### config.mk
export PLATFORM = sky130hd
export DESIGN_NAME = enemy_bullet_ctrl
export DESIGN_NICKNAME = d
export VERILOG_FILES = /design/src/rtl/enemy_bullet_ctrl.sv
export SDC_FILE = /design/constraint.sdc
export NUM_CORES = 1
export LEC_CHECK = 0
export ABC_AREA = 1
export BUFFER_PORTS_ARGS = -buffer_cell sky130_fd_sc_hd__buf_2
export CORE_MARGIN = 1.5
export CORE_UTILIZATION = 45
export CTS_CLUSTER_DIAMETER = 60
export DETAILED_ROUTE_END_ITERATION = 6
export PLACE_DENSITY = 0.7
export SLEW_MARGIN = 20
export SYNTH_ARGS = -nofsm -noshare
export SYNTH_HDL_FRONTEND = slang
export SYNTH_SLANG_ARGS = --single-unit
### constraint.sdc
create_clock -name clk -period 3.65 [get_ports clk]
set_clock_uncertainty 0.05 [all_clocks]
set_input_delay 0.73 -clock clk [delete_from_list [all_inputs] [get_ports clk]]
set_output_delay 0.73 -clock clk [all_outputs]
set_load 0.05 [all_outputs]
### src/rtl/enemy_bullet_ctrl.sv
// Enemy bullet pool: falling bullets, shot allocation with cooldown,
// per-slot position export and a registered sprite pixel lookup.

// One bullet slot: IDLE/FLY state, position, and pixel coverage test.
module enemy_bullet_slot #(
  parameter int SPEED    = 2,
  parameter int V_BOTTOM = 464,
  parameter int SPRITE   = 16
) (
  input  logic       clk,
  input  logic       rst,
  input  logic       alloc_i,
  input  logic [9:0] spawn_h_i,
  input  logic [9:0] spawn_v_i,
  input  logic       move_tick_i,
  input  logic       hit_clr_i,
  input  logic [9:0] h_cnt_i,
  input  logic [9:0] v_cnt_i,
  output logic       valid_o,
  output logic [9:0] h_o,
  output logic [9:0] v_o,
  output logic       cover_o,
  output logic [7:0] addr_o
);
  typedef enum logic {S_IDLE, S_FLY} slot_state_e;

  slot_state_e state_q;
  logic [9:0]  h_q, v_q;
  logic [10:0] v_step;
  logic        exit_bot;

  // 11-bit sum so a bullet near the bottom cannot wrap back to the top
  assign v_step   = {1'b0, v_q} + 11'(SPEED);
  assign exit_bot = v_step > 11'(V_BOTTOM);

  // Slot FSM: allocation loads the spawn point; hit or bottom exit clears it
  always_ff @(posedge clk or posedge rst) begin
    if (rst) begin
      state_q <= S_IDLE;
      h_q     <= '0;
      v_q     <= '0;
    end else begin
      case (state_q)
        S_IDLE: if (alloc_i) begin
          state_q <= S_FLY;
          h_q     <= spawn_h_i;
          v_q     <= spawn_v_i;
        end
        S_FLY: begin
          if (hit_clr_i || (move_tick_i && exit_bot)) begin
            state_q <= S_IDLE;
            h_q     <= '0;
            v_q     <= '0;
          end else if (move_tick_i) begin
            v_q <= v_step[9:0];
          end
        end
        default: state_q <= S_IDLE;
      endcase
    end
  end

  assign valid_o = (state_q == S_FLY);
  assign h_o     = h_q;
  assign v_o     = v_q;

  // Coverage window compares are widened so h+SPRITE near 1023 cannot wrap
  assign cover_o = valid_o &&
                   ({1'b0, h_cnt_i} >= {1'b0, h_q}) &&
                   ({1'b0, h_cnt_i} <  ({1'b0, h_q} + 11'(SPRITE))) &&
                   ({1'b0, v_cnt_i} >= {1'b0, v_q}) &&
                   ({1'b0, v_cnt_i} <  ({1'b0, v_q} + 11'(SPRITE)));

  // Only the low nibble of each offset addresses the 16x16 sprite ROM
  assign addr_o = {v_cnt_i[3:0] - v_q[3:0], h_cnt_i[3:0] - h_q[3:0]};
endmodule

module enemy_bullet_ctrl #(
  parameter int N_SLOTS  = 4,
  parameter int SPEED    = 2,
  parameter int V_BOTTOM = 464,
  parameter int SPRITE   = 16,
  parameter int COOLDOWN = 20
) (
  input  logic                  clk,
  input  logic                  rst,
  input  logic                  move_tick,
  input  logic                  fire_req,
  input  logic [9:0]            fire_h,
  input  logic [9:0]            fire_v,
  input  logic [N_SLOTS-1:0]    hit_clr,
  input  logic [9:0]            h_cnt,
  input  logic [9:0]            v_cnt,
  output logic                  fire_ack,
  output logic                  fire_drop,
  output logic [N_SLOTS-1:0]    bullet_valid,
  output logic [10*N_SLOTS-1:0] bullet_h,
  output logic [10*N_SLOTS-1:0] bullet_v,
  output logic                  pix_valid,
  output logic [7:0]            pix_addr
);
  localparam int CD_W = (COOLDOWN > 0) ? $clog2(COOLDOWN + 1) : 1;

  logic [N_SLOTS-1:0]       valid_w, cover_w, alloc_oh, alloc_w;
  logic [N_SLOTS-1:0][9:0]  h_w, v_w;
  logic [N_SLOTS-1:0][7:0]  addr_w;
  logic                     free_found, fits, accept;
  logic [10:0]              spawn_v;
  logic [CD_W-1:0]          cd_q, cd_d;
  logic                     ack_q, drop_q;
  logic                     pix_hit_d, pix_valid_q;
  logic [7:0]               pix_addr_d, pix_addr_q;

  // Lowest-index IDLE slot from registered state; a slot retiring this
  // cycle still reads FLY here, so it only becomes reusable next cycle
  always_comb begin
    alloc_oh   = '0;
    free_found = 1'b0;
    for (int i = 0; i < N_SLOTS; i++) begin
      if (!valid_w[i] && !free_found) begin
        alloc_oh[i] = 1'b1;
        free_found  = 1'b1;
      end
    end
  end

  assign spawn_v = {1'b0, fire_v} + 11'(SPRITE);
  assign fits    = spawn_v <= 11'(V_BOTTOM);
  assign accept  = fire_req && (cd_q == '0) && free_found && fits;
  assign alloc_w = accept ? alloc_oh : '0;

  genvar g;
  generate
    for (g = 0; g < N_SLOTS; g++) begin : g_slot
      enemy_bullet_slot #(
        .SPEED    (SPEED),
        .V_BOTTOM (V_BOTTOM),
        .SPRITE   (SPRITE)
      ) u_slot (
        .clk         (clk),
        .rst         (rst),
        .alloc_i     (alloc_w[g]),
        .spawn_h_i   (fire_h),
        .spawn_v_i   (spawn_v[9:0]),
        .move_tick_i (move_tick),
        .hit_clr_i   (hit_clr[g]),
        .h_cnt_i     (h_cnt),
        .v_cnt_i     (v_cnt),
        .valid_o     (valid_w[g]),
        .h_o         (h_w[g]),
        .v_o         (v_w[g]),
        .cover_o     (cover_w[g]),
        .addr_o      (addr_w[g])
      );
    end
  endgenerate

  // Cooldown reloads on an accepted shot, otherwise drains per move_tick
  always_comb begin
    cd_d = cd_q;
    if (accept)
      cd_d = CD_W'(COOLDOWN);
    else if (move_tick && (cd_q != '0))
      cd_d = cd_q - CD_W'(1);
  end

  // Lowest-index covering slot supplies the sprite address
  always_comb begin
    pix_hit_d  = 1'b0;
    pix_addr_d = '0;
    for (int i = 0; i < N_SLOTS; i++) begin
      if (cover_w[i] && !pix_hit_d) begin
        pix_hit_d  = 1'b1;
        pix_addr_d = addr_w[i];
      end
    end
  end

  // Registered cooldown, ack/drop pulses and pixel lookup
  always_ff @(posedge clk or posedge rst) begin
    if (rst) begin
      cd_q        <= '0;
      ack_q       <= 1'b0;
      drop_q      <= 1'b0;
      pix_valid_q <= 1'b0;
      pix_addr_q  <= '0;
    end else begin
      cd_q        <= cd_d;
      ack_q       <= accept;
      drop_q      <= fire_req && !accept;
      pix_valid_q <= pix_hit_d;
      pix_addr_q  <= pix_addr_d;
    end
  end

  assign fire_ack     = ack_q;
  assign fire_drop    = drop_q;
  assign bullet_valid = valid_w;
  assign bullet_h     = h_w;
  assign bullet_v     = v_w;
  assign pix_valid    = pix_valid_q;
  assign pix_addr     = pix_addr_q;
endmodule

### Word-level counts from Yosys, hierarchy flattened

Index checks and enable logic that the tools add are counted.

* $add $sub $neg: 22
* order comparisons: 21
* equality and inequality tests: 12
* mux-type cells: 58
* bitwise logic cells: 4
* reductions and logical operators: 55

Operator list (count)
* 2-to-1 mux 10 bit: 20
* one-hot mux 10 bit (2 select lines): 8
* adder 10 x 5 -> 11 bit, second input constant: 9
* < comparator 10 x 11 -> 1 bit: 8
* greater-or-equal comparator 10 bit: 8
* adder 10 x 2 -> 11 bit, second input constant: 4
* > comparator 11 x 9 -> 1 bit, second input constant: 4
* 2-to-1 mux 8 bit: 4
* subtractor 4 bit: 8
* logical AND 1 bit: 31
* 2-to-1 mux 1 bit: 19
* inequality test 2 bit, second input constant: 8
* AND reduction 2 bit: 8
* inequality test 3 bit, second input constant: 4
* less-or-equal comparator 11 x 9 -> 1 bit, second input constant: 1
* 2-to-1 mux 5 bit: 2
* logical NOT 1 bit: 9
* one-hot mux 1 bit (2 select lines): 4
* logical NOT 5 bit: 1
* nonzero test 5 bit: 1
* subtractor 5 x 1 -> 5 bit, second input constant: 1
* logical OR 1 bit: 4
* 2-to-1 mux 4 bit: 1
* NOT 1 bit: 4
* nonzero test 2 bit: 1

* register bits after elaboration: 100
* input port bits: 48
* logic and storage cells: 189

### Depth between registers and ports, before layout

* word-level depth: 15
* mapped depth: 17
* mapped depth without buffers: 17

### Modules after synthesis

From an unflattened synthesis, not the netlist that was laid out.

* cell total of the unflattened synthesis: 1493
* area total of the unflattened synthesis: 10234.8 µm²

Modules (own cells, without submodules)
* enemy_bullet_slot: instances 4, cells an instance 336, area each 2289.7 µm², seq. area each 525.5 µm²
* enemy_bullet_ctrl: instances 1, cells an instance 149, area each 1076.0 µm², seq. area each 400.4 µm²

### Worst setup path after synthesis

OpenSTA, ideal clock, no wires.

* path type: register to register
* from: register g_slot[0].u_slot.v_q[5]
* to: register pix_addr_q[0], in the netlist pix_addr[0]
* arrival: 2.594 ns
* data required time: 3.481 ns
* setup slack: 0.888 ns
* cell stages (with the launch flop): 15
* buffers on the path: 0
* clock period less this slack: 2.762 ns
* cells stage by stage: dfrtp_1 > ha_1 > nand3_1 > xor2_1 > ha_1 > a21oi_1 > nor2_1 > nor2_1 > nand3_1 > nor2_4 > nand2_2 > nand3_2 > nor2_1 > nor2_1 > nand2_1

* word-level cells in the longest chain between the ends: 13
* elaborated cells between the ends (all ways): 18

Ends and longest elaborated chain
* start: declaration: line 28 `logic [9:0] h_q, v_q;`
* start signal: assignment: line 47 `v_q <= spawn_v_i;`
* start signal: assignment: line 55 `v_q <= v_step[9:0];`
* adder 10 x 5 -> 11 bit or greater-or-equal comparator 10 bit (tied branches): line 72, 71
* < comparator 10 x 11 -> 1 bit or logical AND 1 bit (tied branches): line 72, 70
* logical AND 1 bit (*): line 71 `({1'b0, v_cnt_i} >= {1'b0, v_q}) &&`
* 2-to-1 mux 1 bit: line 172 `if (cover_w[i] && !pix_hit_d) begin`
* logical NOT 1 bit: line 172
* logical AND 1 bit: line 172
* 2-to-1 mux 1 bit: line 172
* logical NOT 1 bit: line 172
* logical AND 1 bit: line 172
* 2-to-1 mux 1 bit: line 172
* logical NOT 1 bit: line 172
* logical AND 1 bit: line 172
* 2-to-1 mux 8 bit (*): line 172
* via pix_addr_d[0]: line 112 `logic [7:0] pix_addr_d, pix_addr_q;`
* end signal: assignment: line 192 `pix_addr_q <= pix_addr_d;`
* end: declaration: line 112

Mark *: on every way through the listed nets, which the timed path passes. The rest lies on a longest branch.
A chain may end at the register's enable or synchronous reset.

### Worst setup path in the final report

* from: register g_slot[0].u_slot.h_q[4]
* to: register pix_addr_q[6], in the netlist pix_addr[6]

* word-level cells in the longest chain between the ends: 15
* elaborated cells between the ends (all ways): 20

Ends and longest elaborated chain
* start: declaration: line 28
* start signal: assignment: line 46 `h_q <= spawn_h_i;`
* adder 10 x 5 -> 11 bit or greater-or-equal comparator 10 bit (tied branches): line 70, 69
* < comparator 10 x 11 -> 1 bit or logical AND 1 bit (tied branches): line 70, 68
* logical AND 1 bit (*): line 69 `({1'b0, h_cnt_i} >= {1'b0, h_q}) &&`
* logical AND 1 bit (*): line 70 `({1'b0, h_cnt_i} < ({1'b0, h_q} + 11'(SPRITE))) &&`
* logical AND 1 bit (*): line 71
* 2-to-1 mux 1 bit: line 172
* logical NOT 1 bit: line 172
* logical AND 1 bit: line 172
* 2-to-1 mux 1 bit: line 172
* logical NOT 1 bit: line 172
* logical AND 1 bit: line 172
* 2-to-1 mux 1 bit: line 172
* logical NOT 1 bit: line 172
* logical AND 1 bit: line 172
* 2-to-1 mux 8 bit (*): line 172
* via pix_addr_d[6]: line 112

Marks and branches as above.

==> impl_metrics.csv <==
group,metric,value,unit
outcome,status,"finished, final reports clean",
setup_path,worst-path-max-fanout,10,
power,p_int,3.23,mW
routing,routedWlPerCell,16.7,microns
power,leakagePower,5.85,nW
power,p_switching,3.69,mW
flow_run,cap_violations,0,
finish,num_antenna_cells,0,
place,place_inst,1773,
floorplan,die_area,22600,sq um
grt,grt_max_degree,52,
logic_synthesis,synth_cells,1373,
setup_path,required,3900,ps
setup_path,r2r_cells,15,
routing,firstDrtPassIters,5,
timing,period_share,0.822,
timing,slew_headroom,0.508,
clocking,cts_tree,"done",
timing,finalSetupTns,0,ps
logic_synthesis,avgSynthCellArea,7.13,sq um
grt,grt_use_met2,0.442,
finish,final_common_cell,"nand2_1",
setup_path,ff2ff_setup_slack,650,ps
routing,postRouteWirelength,29.9,mm
grt,grt_pass1_vias,9060,
clocking,ctsHoldBuffers,0,
floorplan,die_h,150,microns
grt,antenna_found_initial,0,
grt,gr-usage-met3,0.0479,
logic_synthesis,netlist_area,9790,sq um
power,p_comb_frac,0.589,
finish,mostFrequentLayoutCells,"nand2_1 (295), inv_1 (195), ha_1 (143)",
setup_path,reg2reg_to,"pix_addr[6]",
grt,gr-total-overflow,0,
logic_synthesis,yosysUniqueCellTypes,48,
power,p_per_area,627,nW/um^2
clocking,cts.path.max_buffers,2,
logic_synthesis,yosysWarningCount,0,
logic_synthesis,synth-seq-cells,100,
routing,vias,9603,
place,gp_congestion,0.941,
clocking,cts_made_buffers,9,
clocking,cts-root-buf,"clkbuf_16",
logic_synthesis,syn-num-nets,1572,
grt,grt_use_total,0.271,
setup_path,critical_path_class,"register to register",
finish,layout-drive-gt1-share,0.127,
timing,final.min_clock_period,3000,ps
timing,whs,452,ps
clocking,post_cts_resized,0,
clocking,cts.sinks,100,
finish,area_growth,12.9,%
clocking,cts_setup_buffers,0,
grt,grt-busiest-layer,"met2",
floorplan,row_count,53,
power,p_seq_frac,0.270,
floorplan,core,21200,sq um
grt,use_met1,0.354,
floorplan,initial_core_util,0.463,
routing,first_iter_violations,534,
finish,fin_area,11100,sq um
timing,hold_viol,0,
timing,slew_violations,0,
setup_path,reg2reg_from,"g_slot[0].u_slot.h_o[4]",
floorplan,die_w,150,microns
finish,instances_no_fill,1788,
place,place_area,10800,sq um
power,p_sw_frac,0.533,
timing,rsz0062_at_grt,"no",
floorplan,ios,143,
power,peakVddDrop,0.000486,V
timing,fmax,333,MHz
timing,worstMarginPinSlew,737,ps
routing,drc,0,
routing,antenna_left,0,
finish,fin_nets,1708,
clocking,clk_pin_slew_worst_paths,70,ps
setup_path,start_kind,"register",
clocking,insertion_delay,360,ps
hold_path,hold_class,"input pin to async pin",
clocking,htreeDepth,3,
routing,viasPerCell,5.37,
logic_synthesis,synth_seq_area_share,0.256,
finish,final_util,0.522,
place,dpl.hpwl,23.8,mm
power,clock_power_share,0.141,
place,io_buffers,142,
setup_path,worst_ep_arrival_time,3250,ps
timing,setup_violations,0,
grt,grt_first_pass_wirelength,46.8,mm
setup_path,endpoint_kind,"register",
-- logic make-up (layout without fill, tap and decap cells) --
| logic type | count (synthesis) | after routing | synth area share |
|---|---|---|---|
| AND/OR/NAND/NOR | 639 | 639 | 0.288 |
| multiplexers | 1 | 1 | 0.00102 |
| AO/OA/AOI/OAI | 188 | 188 | 0.102 |
| flip-flops | 100 | 100 | 0.256 |
| XOR/XNOR | 70 | 70 | 0.0634 |
| adder cells (fa/ha/maj) | 151 | 151 | 0.199 |
| buffers and inverters | 224 | 364 | 0.0912 |
-- routing by layer --
metal	routed length, microns	up-vias
met5	0	-
met4	1050	0
met3	2550	53
met2	13500	356
met1	12800	4430
li1	-	4764
-- how the worst max path moves through the flow --
| stage | cells past startpoint | startpoint | endpoint | slack, ps |
|---|---|---|---|---|
| floorplan | 1 | rst | cd_q[0] | 250 |
| global placement | 18 | h_cnt[0] | pix_addr[6] | 510 |
| detailed placement | 18 | h_cnt[0] | pix_addr[6] | 500 |
| CTS | 15 | g_slot[0].u_slot.h_o[4] | pix_addr[6] | 680 |
| global route | 15 | g_slot[0].u_slot.h_o[4] | pix_addr[6] | 380 |
| finish | 15 | g_slot[0].u_slot.h_o[4] | pix_addr[6] | 650 |
-- flip-flops by register name (all words and copies together) (netlist names) --
name,cells
cd_q,5
g_slot.u_slot.v_o,40
g_slot.u_slot.valid_o,4
pix_valid,1
fire_drop,1
g_slot.u_slot.h_o,40
fire_ack,1
pix_addr,8
-- area by class of cell --
type / count / area, sq um
Clock buffer: 9 / 225
Clock inverter: 6 / 63.8
Fill cell: 2130 / 10100
Inverter: 198 / 746
Multi-Input combinational cell: 1049 / 6390
Sequential cell: 100 / 2500
Tap cell: 275 / 344
Timing Repair Buffer: 151 / 778
-- critical path: stages, from the launching register on --
cell and delay (ps):
dfrtp_1 450, ha_1 280, xnor2_1 150, ha_1 310
nand2_1 80, nor2_1 100, nand3_1 100, nand3_1 90
nand2_1 50, nand2_1 50, nand2_1 230, nand2_2 280
nand2_1 90, nor2_2 370, nand3_1 150, nand2_1 100
-- power groups by stage --
stage	clock network (mW)	logic (mW)	registers, mW
2_1_floorplan	0	2.26	2.64
3_3_place_gp	0	3.98	1.88
3_5_place_dp	0	4.05	1.88
4_1_cts	0.995	4.08	1.86
5_1_grt	1.04	4.58	1.92
6_report	0.980	4.08	1.87
-- synth_stat cells (all sizes together) --
library cell	n	area, sq um
nand2	301	1150
inv	197	739
ha	143	1790
nor2	143	549
nand3	123	626
dfrtp	100	2500
a21oi	96	480
o21ai	70	350
xor2	53	472
nand4	26	184
nor3	25	151
xnor2	17	149
buf	16	110
nand3b	12	90.1
clkbuf	10	38.8
fa	8	160
o21a	6	45.0
a21o	5	37.5
or2	5	31.3
a21boi	2	15.0
a31oi	2	12.5
nor4	2	18.8
o2111ai	2	17.5
o21bai	2	15.0
a31o	1	8.76
clkinv	1	3.75
mux2i	1	10.0
nor3b	1	7.51
o211ai	1	7.51
o31ai	1	7.51
or3	1	6.26
-- per-stage QoR --
step	setup WS (ps)	total power [mW]
finish	648	6.93
global route	385	7.54
CTS	679	6.93
detailed placement	499	5.93
global placement	512	5.85
floorplan	251	4.89
(Power assumes the default switching activity.)
